===== config.mk =====
export PLATFORM = sky130hd
export DESIGN_NAME = alu_ctrl_seq
export DESIGN_NICKNAME = d
export VERILOG_FILES = /design/src/rtl/alu_ctrl_pkg.sv /design/src/rtl/mdu_iter.sv /design/src/rtl/alu_ctrl_seq.sv
export SDC_FILE = /design/constraint.sdc
export NUM_CORES = 1
export LEC_CHECK = 0
export ABC_AREA = 0
export CORE_MARGIN = 2
export CORE_UTILIZATION = 54
export DETAILED_ROUTE_END_ITERATION = 16
export PLACE_DENSITY = 0.77
export SYNTH_ARGS = -nofsm -noshare
export SYNTH_HDL_FRONTEND = slang
export SYNTH_SLANG_ARGS = --single-unit

===== constraint.sdc =====
create_clock -name clk_i -period 8.2 [get_ports clk_i]
set_clock_uncertainty 0.15 [all_clocks]
set_input_delay 2.05 -clock clk_i [delete_from_list [all_inputs] [get_ports clk_i]]
set_output_delay 2.05 -clock clk_i [all_outputs]
set_load 0.01 [all_outputs]

===== src/rtl/alu_ctrl_pkg.sv =====
// Shared definitions for alu_ctrl_seq: ALU op codes, ALUOp/funct7 encodings, sequencer states.
package alu_ctrl_pkg;

    localparam logic [3:0] OpNone = 4'd0;
    localparam logic [3:0] OpAnd  = 4'd1;
    localparam logic [3:0] OpXor  = 4'd2;
    localparam logic [3:0] OpSll  = 4'd3;
    localparam logic [3:0] OpAdd  = 4'd4;
    localparam logic [3:0] OpSub  = 4'd5;
    localparam logic [3:0] OpMul  = 4'd6;
    localparam logic [3:0] OpSrai = 4'd7;
    localparam logic [3:0] OpOr   = 4'd8;
    localparam logic [3:0] OpSrl  = 4'd9;
    localparam logic [3:0] OpSlt  = 4'd10;
    localparam logic [3:0] OpMulh = 4'd11;
    localparam logic [3:0] OpDiv  = 4'd12;
    localparam logic [3:0] OpDivu = 4'd13;
    localparam logic [3:0] OpRem  = 4'd14;
    localparam logic [3:0] OpRemu = 4'd15;

    localparam logic [1:0] AluOpIType  = 2'b00;
    localparam logic [1:0] AluOpBranch = 2'b01;
    localparam logic [1:0] AluOpRType  = 2'b10;

    localparam logic [6:0] F7Base = 7'b0000000;
    localparam logic [6:0] F7Alt  = 7'b0100000;
    localparam logic [6:0] F7Mext = 7'b0000001;

    typedef enum logic [1:0] {
        StIdle = 2'd0,
        StBusy = 2'd1,
        StDone = 2'd2
    } state_e;

    function automatic logic is_mdu_op(input logic [3:0] op);
        return op inside {OpMul, OpMulh, OpDiv, OpDivu, OpRem, OpRemu};
    endfunction

endpackage


===== src/rtl/mdu_iter.sv =====
// Iterative M-extension datapath: shift-add multiplier, restoring divider, sign fix-up.
// The divider is only built when ALU_CTRL_DIV_EN is defined.
module mdu_iter
    import alu_ctrl_pkg::*;
#(
    parameter int unsigned XLEN     = 32,
    parameter int unsigned MUL_STEP = 1
) (
    input  logic            clk_i,
    input  logic            rst_i,
    input  logic            start_i,
    input  logic            busy_i,
    input  logic [3:0]      op_i,
    input  logic [XLEN-1:0] a_i,
    input  logic [XLEN-1:0] b_i,
    output logic            last_o,
    output logic [XLEN-1:0] result_o
);

    localparam int unsigned     CntW    = $clog2(XLEN) + 1;
    localparam logic [CntW-1:0] MulLast = CntW'(XLEN / MUL_STEP - 1);
    localparam logic [CntW-1:0] DivLast = CntW'(XLEN - 1);

    logic [3:0]        r_op;
    logic              r_neg;
    logic [CntW-1:0]   r_cnt;
    logic [XLEN-1:0]   r_opb;
    logic [2*XLEN-1:0] r_prod;
    logic [XLEN-1:0]   r_result;

    logic                     w_signed, w_neg_a, w_neg_b, w_is_mul;
    logic [XLEN-1:0]          w_abs_a, w_abs_b, w_mul_final, w_final;
    logic [XLEN+MUL_STEP-1:0] w_pp, w_hi;
    logic [2*XLEN-1:0]        w_prod_nxt, w_prod_fix;

    // Operands are converted to magnitudes; the sign is reapplied to the last-step value.
    always_comb begin
        w_signed    = op_i inside {OpMul, OpMulh, OpDiv, OpRem};
        w_neg_a     = w_signed & a_i[XLEN-1];
        w_neg_b     = w_signed & b_i[XLEN-1];
        w_abs_a     = w_neg_a ? -a_i : a_i;
        w_abs_b     = w_neg_b ? -b_i : b_i;
        w_is_mul    = (r_op == OpMul) || (r_op == OpMulh);

        w_pp        = {{MUL_STEP{1'b0}}, r_opb} * {{XLEN{1'b0}}, r_prod[MUL_STEP-1:0]};
        w_hi        = {{MUL_STEP{1'b0}}, r_prod[2*XLEN-1:XLEN]} + w_pp;
        w_prod_nxt  = {w_hi, r_prod[XLEN-1:MUL_STEP]};
        w_prod_fix  = r_neg ? -w_prod_nxt : w_prod_nxt;
        w_mul_final = (r_op == OpMulh) ? w_prod_fix[2*XLEN-1:XLEN] : w_prod_fix[XLEN-1:0];

        last_o      = busy_i && (r_cnt == (w_is_mul ? MulLast : DivLast));
    end

`ifdef ALU_CTRL_DIV_EN
    logic            r_neg_rem, r_div0;
    logic [XLEN-1:0] r_a_raw, r_quo, r_rem;
    logic [XLEN:0]   w_shift, w_diff;
    logic [XLEN-1:0] w_rem_nxt, w_quo_nxt, w_div_final;
    logic            w_qbit;

    always_comb begin
        w_shift   = {r_rem, r_quo[XLEN-1]};
        w_diff    = w_shift - {1'b0, r_opb};
        w_qbit    = ~w_diff[XLEN];
        w_rem_nxt = w_qbit ? w_diff[XLEN-1:0] : w_shift[XLEN-1:0];
        w_quo_nxt = {r_quo[XLEN-2:0], w_qbit};
        if (r_op == OpDiv || r_op == OpDivu) begin
            w_div_final = r_div0 ? '1 : (r_neg ? -w_quo_nxt : w_quo_nxt);
        end else begin
            w_div_final = r_div0 ? r_a_raw : (r_neg_rem ? -w_rem_nxt : w_rem_nxt);
        end
        w_final = w_is_mul ? w_mul_final : w_div_final;
    end

    always_ff @(posedge clk_i) begin
        if (rst_i) begin
            r_neg_rem <= 1'b0;
            r_div0    <= 1'b0;
            r_a_raw   <= '0;
            r_quo     <= '0;
            r_rem     <= '0;
        end else if (start_i) begin
            r_neg_rem <= w_neg_a;
            r_div0    <= (b_i == '0);
            r_a_raw   <= a_i;
            r_quo     <= w_abs_a;
            r_rem     <= '0;
        end else if (busy_i) begin
            r_quo     <= w_quo_nxt;
            r_rem     <= w_rem_nxt;
        end
    end
`else
    always_comb begin
        w_final = w_mul_final;
    end
`endif

    always_ff @(posedge clk_i) begin
        if (rst_i) begin
            r_op     <= OpNone;
            r_neg    <= 1'b0;
            r_cnt    <= '0;
            r_opb    <= '0;
            r_prod   <= '0;
            r_result <= '0;
        end else if (start_i) begin
            r_op     <= op_i;
            r_neg    <= w_neg_a ^ w_neg_b;
            r_cnt    <= '0;
            r_opb    <= w_abs_b;
            r_prod   <= {{XLEN{1'b0}}, w_abs_a};
        end else if (busy_i) begin
            r_cnt    <= r_cnt + CntW'(1);
            r_prod   <= w_prod_nxt;
            if (last_o) begin
                r_result <= w_final;
            end
        end
    end

    assign result_o = r_result;

endmodule


===== src/rtl/alu_ctrl_seq.sv =====
// EX-stage ALU control decoder plus sequencer for the iterative MUL/DIV unit.
// Define ALU_CTRL_DIV_EN to decode and execute DIV/DIVU/REM/REMU.
module alu_ctrl_seq
    import alu_ctrl_pkg::*;
#(
    parameter int unsigned XLEN     = 32,
    parameter int unsigned MUL_STEP = 1
) (
    input  logic            clk_i,
    input  logic            rst_i,
    input  logic            valid_i,
    input  logic [1:0]      ALUOp_i,
    input  logic [9:0]      funct_i,
    input  logic [XLEN-1:0] rs1_data_i,
    input  logic [XLEN-1:0] rs2_data_i,
    output logic [3:0]      ALUCtrl_o,
    output logic            illegal_o,
    output logic            stall_o,
    output logic            mdu_done_o,
    output logic [XLEN-1:0] mdu_result_o
);

    logic [6:0] w_f7;
    logic [2:0] w_f3;
    logic [3:0] w_dec;
    state_e     r_state, w_state_nxt;
    logic       w_start, w_busy, w_last;

    always_comb begin
        w_f7  = funct_i[9:3];
        w_f3  = funct_i[2:0];
        w_dec = OpNone;
        case (ALUOp_i)
            AluOpIType: begin
                if (w_f3 == 3'b000) begin
                    w_dec = OpAdd;
                end else if (w_f3 == 3'b101 && w_f7 == F7Alt) begin
                    w_dec = OpSrai;
                end else if (w_f3 == 3'b101 && w_f7 == F7Base) begin
                    w_dec = OpSrl;
                end
            end
            AluOpBranch: w_dec = OpSub;
            AluOpRType: begin
                if (w_f7 == F7Base) begin
                    case (w_f3)
                        3'b000:  w_dec = OpAdd;
                        3'b001:  w_dec = OpSll;
                        3'b010:  w_dec = OpSlt;
                        3'b100:  w_dec = OpXor;
                        3'b101:  w_dec = OpSrl;
                        3'b110:  w_dec = OpOr;
                        3'b111:  w_dec = OpAnd;
                        default: w_dec = OpNone;
                    endcase
                end else if (w_f7 == F7Alt && w_f3 == 3'b000) begin
                    w_dec = OpSub;
                end else if (w_f7 == F7Mext) begin
                    case (w_f3)
                        3'b000:  w_dec = OpMul;
                        3'b001:  w_dec = OpMulh;
`ifdef ALU_CTRL_DIV_EN
                        3'b100:  w_dec = OpDiv;
                        3'b101:  w_dec = OpDivu;
                        3'b110:  w_dec = OpRem;
                        3'b111:  w_dec = OpRemu;
`endif
                        default: w_dec = OpNone;
                    endcase
                end
            end
            default: w_dec = OpNone;
        endcase
    end

    // Every legal code is non-zero, so a zero decode on a live slot is illegal.
    assign ALUCtrl_o = valid_i ? w_dec : OpNone;
    assign illegal_o = valid_i && (w_dec == OpNone);

    always_ff @(posedge clk_i) begin
        if (rst_i) begin
            r_state <= StIdle;
        end else begin
            r_state <= w_state_nxt;
        end
    end

    // DONE never starts: the completed instruction is still presented that cycle.
    always_comb begin
        w_state_nxt = r_state;
        w_start     = 1'b0;
        w_busy      = 1'b0;
        stall_o     = 1'b0;
        mdu_done_o  = 1'b0;
        case (r_state)
            StIdle: begin
                if (valid_i && is_mdu_op(w_dec)) begin
                    stall_o     = 1'b1;
                    w_start     = 1'b1;
                    w_state_nxt = StBusy;
                end
            end
            StBusy: begin
                stall_o = 1'b1;
                w_busy  = 1'b1;
                if (w_last) begin
                    w_state_nxt = StDone;
                end
            end
            StDone: begin
                mdu_done_o  = 1'b1;
                w_state_nxt = StIdle;
            end
            default: w_state_nxt = StIdle;
        endcase
    end

    mdu_iter #(
        .XLEN     (XLEN),
        .MUL_STEP (MUL_STEP)
    ) u_mdu (
        .clk_i    (clk_i),
        .rst_i    (rst_i),
        .start_i  (w_start),
        .busy_i   (w_busy),
        .op_i     (w_dec),
        .a_i      (rs1_data_i),
        .b_i      (rs2_data_i),
        .last_o   (w_last),
        .result_o (mdu_result_o)
    );

endmodule

==> impl_metrics.yaml, run 1 <==
worst_setup_path:
  cp-start-kind: "input pin"
  critPathBufInv: 3
  regToRegSetupSlack_ns: 2.16
  crit_type: "in -> out"
  cpMostUsedCell: "clkdlybuf4s50_1"
  reg2reg_to: "u_mdu.result_o[31]$_SDFFE_PP0P_"
  cp.required_ns: 6.00
  end_kind: "output port"
  slowest_stage: "or4b_2"
  crit_family: "simple AND/OR/NAND/NOR gates"
  worstPathCellList: "clkdlybuf4s50_1 > or4_1 > or2_2 > or4b_2 > a21oi_1 > and4_1 > nor2_1 > inv_1 > clkdlybuf4s50_1"
  path_max_fanout: 5
  startpoint: "funct_i[9]"
  arrival_ns: 5.24
  reg2reg_from: "u_mdu.r_prod[0]$_SDFFE_PP0P_"
  slowest_delay_ns: 0.63
  reg2reg_depth: 12
synthesis:
  ys_top_cells_by_area: "dfxtp_1, nand2_1, a21oi_1, o21ai_0, nor2_1"
  yosysSeqAreaShare_pct: 26.6
  synthFlopType: "dfxtp_1"
  yosysTopAreaCellShare_pct: 26.6
  yosysWarnings: 0
  synth.cell_area_um2: 10600
  synth-edff-count: 0
  syn_avg_cell_area_um2: 7.09
  ys_types: 74
  ys_seq_elements: 141
  yosys.area.top_type: "dfxtp_1"
  ys_async_sr_fraction_pct: 0
  postSynthNetCount: 1614
  syn_inst: 1498
cells_and_area:
  nFillCells: 1820
  drive_gt1_share_pct: 4.91
  post-route-util_pct: 64.3
  syn_to_final_growth_pct: 17.5
  nets: 1671
  n_antenna_cell: 0
  instances_no_fill: 1833
floorplan:
  io_pins: 118
  coreArea_um2: 19400
  die_w_um: 144
  die_h_um: 144
  die-area_um2: 20800
  std_cell_rows: 51
  start_util_pct: 54.7
sta:
  slew_violations: 0
  fmax_mhz: 134
  worst_slew_pin_slew_ns: 1.16
  hold_viol: 0
  setup_viol: 0
  fin_crit_sh_pct: 90.7
  timing.slew.headroom_pct: 22.4
  holdWs_ns: 0.292
  rsz0062_at_grt: "false"
  final.min_clock_period_ns: 7.44
  fin_setup_tns_ns: 0
  setup_ws_ns: 0.760
clock_network:
  insertion_delay_ns: 0.43
  cts_tree: "yes"
  cts_hold_buf: 0
  clock_path_buffers: 2
  clock_sinks: 141
  post-cts-setup-buffers: 0
  cts_htree_levels: 4
  clkTransAtPathRegs_ns: 0.06
  cts-root-buf: "clkbuf_16"
  cts-resized-gates: 0
  cts_buffers: 17
drt:
  drcViolationCount: 0
  wl_um: 32100
  drt-wirelength-per-cell_um: 17.5
  dr.first_iter.drc_count: 1058
  ant_nets: 0
  firstDrtPassIters: 5
  num_vias: 11200
  vias_per_cell: 6.11
placed_design:
  post-place-ws_ns: 0.787
  hpwl_um: 23800
  gp_congestion: 0.961
  portBuffers: 117
  placed_cells: 1801
power:
  p_switching_w: 0.000392
  clock_power_share_pct: 49.1
  internal-power_w: 0.00114
  max-vdd-ir-drop_v: 0.000127
  power_density_nw_per_um2: 123
  swShare_pct: 25.7
  leakagePower_nw: 4.58
  pwr-share-seq_pct: 44.8
  comb_power_share_pct: 6.2
hold_path:
  hold_path_depth: 2
  hold_class: "reg -> reg"
  holdCritStartpoint: "u_mdu.result_o[21]$_SDFFE_PP0P_"
  min_to: "u_mdu.result_o[21]$_SDFFE_PP0P_"
global_route:
  grt_pass1_wl_um: 51100
  grt_overflow_total: 0
  grt_start_max_net_pins: 74
  grt.total_usage_pct: 30.7
  antenna_found_initial: 0
  grt_pass1_vias: 9904
flow_run:
  cap_violations: 0
outcome:
  status: "complete, no violations"
worst max-delay path by stage:
stage	endpoint	slack (ns)	depth (start not counted)
floorplan	stall_o	1.81	7
global placement	stall_o	0.85	9
detailed placement	stall_o	0.79	9
CTS	stall_o	0.78	9
global route	stall_o	0.51	10
finish	stall_o	0.76	9
synth_stat cells, types with 16 or more instances:
cell	instances
ha_1	36
nor4_1	22
nand2_1	230
clkbuf_1	85
nor3_1	44
and2_1	43
a211oi_1	54
o21ai_0	115
nand3_1	44
or3_1	26
xor2_1	61
inv_1	23
nor2_1	148
a21oi_1	144
xnor2_1	43
o31ai_1	29
dfxtp_1	141
or4_1	16
sequential cells by signal (all words and copies together), names as in the netlist:
name,flops
u_mdu.r_prod,64
u_mdu.r_opb,32
u_mdu.result_o,32
u_mdu.r_cnt,6
u_mdu.r_op,4
r_state,2
u_mdu.r_neg,1
final cells by class:
class                           count  area, um^2  share of cell area [%]
Inverter                           23        86.3                   0.692
Sequential cell                   141        2820                    22.7
Timing Repair Buffer              135        1300                    10.4
Clock buffer                       17         425                    3.41
Tap cell                          265         332                    2.66
Multi-Input combinational cell   1237        7350                    59.0
Clock inverter                     15         146                    1.17
placed cells by master (no fill, tap or decap), types with 7 or more instances in the layout:
| master | synthesis | final |
|---|---|---|
| and3_1 | 12 | 11 |
| ha_1 | 36 | 36 |
| dfxtp_1 | 141 | 140 |
| o21ai_0 | 115 | 115 |
| o41ai_1 | 10 | 10 |
| inv_6 | 0 | 8 |
| o31ai_1 | 29 | 29 |
| o211ai_1 | 15 | 15 |
| nand2_1 | 230 | 230 |
| nor2_1 | 148 | 148 |
| nand2b_1 | 9 | 7 |
| and2_1 | 43 | 43 |
| nand3_1 | 44 | 44 |
| xnor2_1 | 43 | 43 |
| nor3_1 | 44 | 44 |
| nand4_1 | 10 | 10 |
| a21oi_1 | 144 | 144 |
| buf_4 | 0 | 18 |
| clkdlybuf4s50_1 | 0 | 116 |
| xor2_1 | 61 | 61 |
| inv_1 | 23 | 23 |
| o21a_1 | 8 | 8 |
| nor4_1 | 22 | 21 |
| clkbuf_16 | 0 | 17 |
| or3_1 | 26 | 26 |
| a31oi_1 | 8 | 8 |
| a211oi_1 | 54 | 54 |
| or4_1 | 16 | 16 |
tightest hold or removal path, stage by stage, from the launching register on:
cell,delay [ns]
dfxtp_1,0.31
nand2_1,0.05
nand2_1,0.04
layer usage:
layer,GRT usage (%),part of all wire (%)
met3,5.60,7.8
met5,0,0
met1,43.7,46
met2,47.2,44
met4,9.45,2.6
power by group through the flow:
stage	clock network [W]	logic (W)	registers, W
floorplan	0	0.0000327	0.000700
global placement	0	0.0000917	0.000700
detailed placement	0	0.0000933	0.000700
CTS	0.000759	0.0000935	0.000685
global route	0.000787	0.000102	0.000684
finish	0.000750	0.0000941	0.000685
stage by stage:
step | instance area, um^2 | total power [W]
after floorplan | 10600 | 0.000733
after global placement | 11900 | 0.000792
after detailed placement | 11900 | 0.000794
after CTS | 12500 | 0.00154
after global routing | 12500 | 0.00157
final | 12500 | 0.00153
cell families after synthesis:
logic type | synth area share [%]
muxes | 0.790
adders and majority gates | 4.43
buffers and inverters | 4.33
AOI/OAI and AO/OA | 26.9
and+or+nand+nor | 28.3
DFF | 26.6
xor gates and xnor gates | 8.58
(Power assumes the default switching activity.)
==> run 2, diff against run 1 <==
--- a/config.mk
+++ b/config.mk
@@ -9,6 +9,7 @@
 export CORE_MARGIN = 2
 export CORE_UTILIZATION = 54
 export DETAILED_ROUTE_END_ITERATION = 16
+export GPL_ROUTABILITY_DRIVEN = 0
 export PLACE_DENSITY = 0.77
 export SYNTH_ARGS = -nofsm -noshare
 export SYNTH_HDL_FRONTEND = slang
==> run 2 against run 1 <==
Effect of this change: maximum frequency decreased by 0.91%; via count rose by 1.6%; sequential share of layout area barely moved; non-clock buffer count did not move; hold slack worse by 0.0043 ns; die area did not move; first-iteration DRC count down 7.9%; power increased by 1.4%; flip-flop and latch count unchanged; final cell count unchanged; count of clock-buffer cells in the layout up 2.
==> impl_metrics.yaml, run 2 (same netlist as run 1, synthesis figures left out) <==
floorplan:
  die-area_um2: 20800
  start_util_pct: 54.7
  io_pins: 118
  coreArea_um2: 19400
  die_h_um: 144
  die_w_um: 144
  std_cell_rows: 51
global_route:
  grt.total_usage_pct: 30.2
  grt_pass1_wl_um: 49900
  grt_pass1_vias: 9916
  antenna_found_initial: 0
  grt_start_max_net_pins: 74
  grt_overflow_total: 0
clock_network:
  clock_path_buffers: 2
  clock_sinks: 141
  cts_htree_levels: 4
  cts-root-buf: "clkbuf_16"
  clkTransAtPathRegs_ns: 0.06
  post-cts-setup-buffers: 0
  cts_hold_buf: 0
  cts_tree: "yes"
  cts_buffers: 17
  cts-resized-gates: 0
  insertion_delay_ns: 0.44
placed_design:
  portBuffers: 117
  post-place-ws_ns: 0.718
  hpwl_um: 23300
  place_area_um2: 11900
sta:
  timing.slew.headroom_pct: 23.6
  setup_viol: 0
  fin_crit_sh_pct: 91.6
  fin_setup_tns_ns: 0
  hold_viol: 0
  rsz0062_at_grt: "false"
  fmax_mhz: 133
  worst_slew_pin_slew_ns: 1.14
  final.min_clock_period_ns: 7.51
  slew_violations: 0
  setup_ws_ns: 0.691
power:
  power_density_nw_per_um2: 124
  max-vdd-ir-drop_v: 0.000144
  leakagePower_nw: 4.58
drt:
  wl_um: 31400
  dr.first_iter.drc_count: 974
  vias_per_cell: 6.20
  firstDrtPassIters: 5
  ant_nets: 0
  drcViolationCount: 0
  num_vias: 11400
  drt-wirelength-per-cell_um: 17.1
cells_and_area:
  largest_register_ffs: 64
  drive_gt1_share_pct: 4.85
  n_antenna_cell: 0
  mostFrequentLayoutCell: "nand2_1"
  nets: 1671
  regMostFlops: "u_mdu.r_prod"
  syn_to_final_growth_pct: 17.6
  mostFrequentLayoutCells: "nand2_1, nor2_1, a21oi_1, dfxtp_1, clkdlybuf4s50_1"
  design_area_um2: 12500
flow_run:
  cap_violations: 0
worst_setup_path:
  cp.required_ns: 6.00
  crit_type: "in -> out"
  cp-start-kind: "input pin"
  path_max_fanout: 6
  arrival_ns: 5.31
  end_kind: "output port"
  reg2reg_depth: 12
outcome:
  status: "complete, no violations"
hold_path:
  hold_class: "reg -> reg"
  hold_path_depth: 2
## run 2: changes by cell type in the layout (fill, tap and decap cells not counted)
cell / change
inv_6: -4
clkinv_4: +3
clkbuf_8: +2
clkinv_8: -2
bufinv_16: +1
clkinvlp_4: +1
inv_8: -1
nand2b_1: +1
nand2b_2: -1
## run 2: power by group
group	switching (W)	leakage [nW]	internal [W]
sequential	0.000000112	1.14	0.000685
combinational	0.0000454	3.16	0.0000488
clock	0.000330	0.283	0.000440
## run 2: cell type report
class                   instances  area, um^2
flip-flops and latches        141        2820
repair buffers                135        1300
inverters                      23        86.3
clock inverters                13         131
well taps                     265         332
multi-input cells            1237        7350
clock buffers                  19         453
fillers                      1772        6920
## run 2: worst max-delay path: stages
cell	delay, ns
clkdlybuf4s50_1	0.39
or4_1	0.56
nor4_1	0.51
nor3_1	0.12
a21oi_1	0.30
mux2i_1	0.40
and4_1	0.27
nor2_1	0.11
inv_1	0.08
clkdlybuf4s50_1	0.53
## run 2: path summary, 6_finish.rpt
path | slack (ns) | endpoint | startpoint
setup reg to reg | 2.13 | u_mdu.result_o[31]$_SDFFE_PP0P_ | u_mdu.r_prod[0]$_SDFFE_PP0P_
hold reg to reg | 0.29 | u_mdu.result_o[21]$_SDFFE_PP0P_ | u_mdu.result_o[21]$_SDFFE_PP0P_
hold / removal | 0.29 | u_mdu.result_o[21]$_SDFFE_PP0P_ | u_mdu.result_o[21]$_SDFFE_PP0P_
setup / recovery | 0.69 | stall_o | funct_i[9]
## run 2: through the flow
stage                     util [%]  std cells  hold WS (ns)  power, W
after floorplan                  -       1498         0.277  0.000733
after global placement        61.3       1801         0.273  0.000792
after detailed placement      61.3       1801         0.286  0.000794
after CTS                     64.3       1833         0.294   0.00155
after global routing          64.3       1833         0.318   0.00159
final                         64.3       1833         0.287   0.00155
## run 2: per-layer routing
layer / track usage [%] / up-vias / part of all wire (%)
li1: - / 5547 / -
met1: 42.5 / 5269 / 45
met2: 45.1 / 484 / 43
met3: 5.93 / 71 / 8.0
met4: 12.4 / 0 / 3.7
met5: 0 / - / 0
==> run 3, diff against run 2 <==
--- a/config.mk
+++ b/config.mk
@@ -6,11 +6,13 @@
 export NUM_CORES = 1
 export LEC_CHECK = 0
 export ABC_AREA = 0
+export CELL_PAD_IN_SITES_DETAIL_PLACEMENT = 0
+export CELL_PAD_IN_SITES_GLOBAL_PLACEMENT = 1
 export CORE_MARGIN = 2
-export CORE_UTILIZATION = 54
+export CORE_UTILIZATION = 45
 export DETAILED_ROUTE_END_ITERATION = 16
 export GPL_ROUTABILITY_DRIVEN = 0
-export PLACE_DENSITY = 0.77
+export PLACE_DENSITY_LB_ADDON = 0.1
 export SYNTH_ARGS = -nofsm -noshare
 export SYNTH_HDL_FRONTEND = slang
 export SYNTH_SLANG_ARGS = --single-unit
==> constraint.sdc (replaced) <==
create_clock -name clk_i -period 8.2 [get_ports clk_i]
set_clock_uncertainty 0.15 [all_clocks]
set_input_delay 2.05 -clock clk_i [delete_from_list [all_inputs] [get_ports clk_i]]
set_output_delay 2.05 -clock clk_i [all_outputs]
set_load 0.1 [all_outputs]
==> run 3 against run 2 <==
Effect of this change: clock power increased by 6.5%; final cell count increased by 3.0%; utilization decreased by 10 points; power increased by 3.6%; count of clock-buffer cells in the layout increased by 1; sequential power about the same; flip-flop and latch count unchanged; wire length increased by 8.0%; critical path depth increased by 1; via count decreased by 3.1%; register-to-register slack improved by 0.03 ns.
==> impl_metrics.yaml, run 3 (same netlist as run 1, synthesis figures left out) <==
sta:
  fmax_mhz: 136
  timing.slew.headroom_pct: 22.7
  setup_viol: 0
  rsz0062_at_grt: "false"
  slew_violations: 0
  fin_setup_tns_ns: 0
  worst_slew_pin_slew_ns: 1.15
  final.min_clock_period_ns: 7.35
  hold_viol: 0
  fin_crit_sh_pct: 89.6
cells_and_area:
  nets: 1672
  syn_to_final_growth_pct: 18.5
  n_antenna_cell: 0
  nFillCells: 2313
  largest_register_ffs: 64
  drive_gt1_share_pct: 5.35
  mostFrequentLayoutCells: "nand2_1, nor2_1, a21oi_1, dfxtp_1, o21ai_0"
  mostFrequentLayoutCell: "nand2_1"
  regMostFlops: "u_mdu.r_prod"
flow_run:
  cap_violations: 0
drt:
  firstDrtPassIters: 5
  vias_per_cell: 5.84
  ant_nets: 0
  drt-wirelength-per-cell_um: 17.9
  drcViolationCount: 0
  dr.first_iter.drc_count: 913
  num_vias: 11000
  wl_um: 33900
clock_network:
  insertion_delay_ns: 0.44
  clock_sinks: 141
  clkTransAtPathRegs_ns: 0.06
  clock_path_buffers: 2
  cts_tree: "yes"
  cts_buffers: 17
  cts-resized-gates: 0
  post-cts-setup-buffers: 0
  cts_hold_buf: 0
  cts-root-buf: "clkbuf_16"
  cts_htree_levels: 4
global_route:
  grt_start_max_net_pins: 74
  antenna_found_initial: 0
  grt_pass1_wl_um: 52500
  grt_pass1_vias: 9706
  grt.total_usage_pct: 27.0
  grt_overflow_total: 0
worst_setup_path:
  reg2reg_depth: 13
  end_kind: "output port"
  crit_type: "in -> out"
  reg2reg_from: "u_mdu.r_prod[0]$_SDFFE_PP0P_"
  worstPathCellList: "clkdlybuf4s50_1 > or4_1 > nor4_1 > nor3_1 > a21oi_1 > mux2i_1 > and4_1 > buf_4 > nor2_1 > inv_1 > buf_12"
  cp-start-kind: "input pin"
  crit_family: "simple AND/OR/NAND/NOR gates"
  path_max_fanout: 13
  slowest_stage: "or4_1"
  arrival_ns: 5.15
  cp.required_ns: 6.00
  slowest_delay_ns: 0.55
  critPathBufInv: 4
  regToRegSetupSlack_ns: 2.16
  reg2reg_to: "u_mdu.result_o[31]$_SDFFE_PP0P_"
hold_path:
  holdCritStartpoint: "u_mdu.result_o[21]$_SDFFE_PP0P_"
  hold_class: "reg -> reg"
  min_to: "u_mdu.result_o[21]$_SDFFE_PP0P_"
  hold_path_depth: 2
floorplan:
  start_util_pct: 45.5
  die-area_um2: 24800
  io_pins: 118
  die_w_um: 158
  coreArea_um2: 23300
  die_h_um: 158
  std_cell_rows: 56
placed_design:
  hpwl_um: 25100
  portBuffers: 117
outcome:
  status: "complete, no violations"
power:
  pwr-share-seq_pct: 42.7
  comb_power_share_pct: 6.2
  leakagePower_nw: 4.62
  clock_power_share_pct: 51.1
  internal-power_w: 0.00121
  p_switching_w: 0.000391
  power_density_nw_per_um2: 128
  swShare_pct: 24.4
  max-vdd-ir-drop_v: 0.000122
  p_total_w: 0.00160
==> run 3: cell types whose count changed in the layout (fill, tap and decap cells not counted) <==
cell             delta
buf_4               +6
clkdlybuf4s50_1     -6
inv_6               +3
clkinv_4            -2
buf_12              +1
bufinv_16           +1
clkbuf_8            +1
clkinv_2            -1
clkinvlp_4          -1
inv_8               -1
nand2b_1            -1
nand2b_2            +1
==> run 3: layout make-up <==
| class | instances | area, um^2 | share of cell area (%) |
|---|---|---|---|
| clock inverter | 12 | 146 | 1.16 |
| multi-input combinational | 1237 | 7350 | 58.4 |
| inverter | 23 | 86.3 | 0.686 |
| clock buffer | 20 | 467 | 3.71 |
| sequential | 141 | 2820 | 22.4 |
| tap | 319 | 399 | 3.17 |
| timing repair buffer | 136 | 1310 | 10.4 |
==> run 3: how the worst max path moves through the flow <==
stage	start	to	slack, ns	depth (start not counted)
after floorplan	funct_i[8]	illegal_o	1.19	6
after global placement	funct_i[9]	stall_o	1.02	10
after detailed placement	funct_i[9]	stall_o	0.91	11
after CTS	funct_i[9]	stall_o	0.88	11
after global routing	funct_i[9]	stall_o	0.54	11
final	funct_i[9]	stall_o	0.85	11
==> run 3: routing by layer <==
| metal | up-vias | track usage, % | part of all wire, % | routed length (um) |
|---|---|---|---|---|
| li1 | 5530 | - | - | - |
| met1 | 5083 | 39.5 | 49 | 16400 |
| met2 | 354 | 40.7 | 43 | 14500 |
| met3 | 53 | 3.86 | 6.1 | 2080 |
| met4 | 0 | 8.87 | 2.7 | 898 |
| met5 | - | 0 | 0 | 0 |
==> run 3: power by group through the flow <==
stage	logic [W]	clock network, W	registers [W]
after global placement	0.0000988	0	0.000700
after floorplan	0.0000384	0	0.000700
final	0.000100	0.000820	0.000685
after CTS	0.000100	0.000825	0.000685
after global routing	0.000108	0.000855	0.000684
after detailed placement	0.0000997	0	0.000700
==> run 3: tightest hold or removal path, stage by stage (launching register included) <==
cell and delay [ns]:
dfxtp_1 0.31, nand2_1 0.05, nand2_1 0.04
==> run 3: stage by stage <==
stage	setup WS (ns)	cell area [um^2]	util (%)	hold slack, ns	std cells
2_1_floorplan	1.19	10600	-	0.277	1498
6_report	0.850	12600	53.9	0.285	1888
4_1_cts	0.884	12600	53.9	0.288	1888
5_1_grt	0.540	12600	53.9	0.319	1888
3_3_place_gp	1.02	12000	51.3	0.274	1856
3_5_place_dp	0.908	12000	51.3	0.280	1856
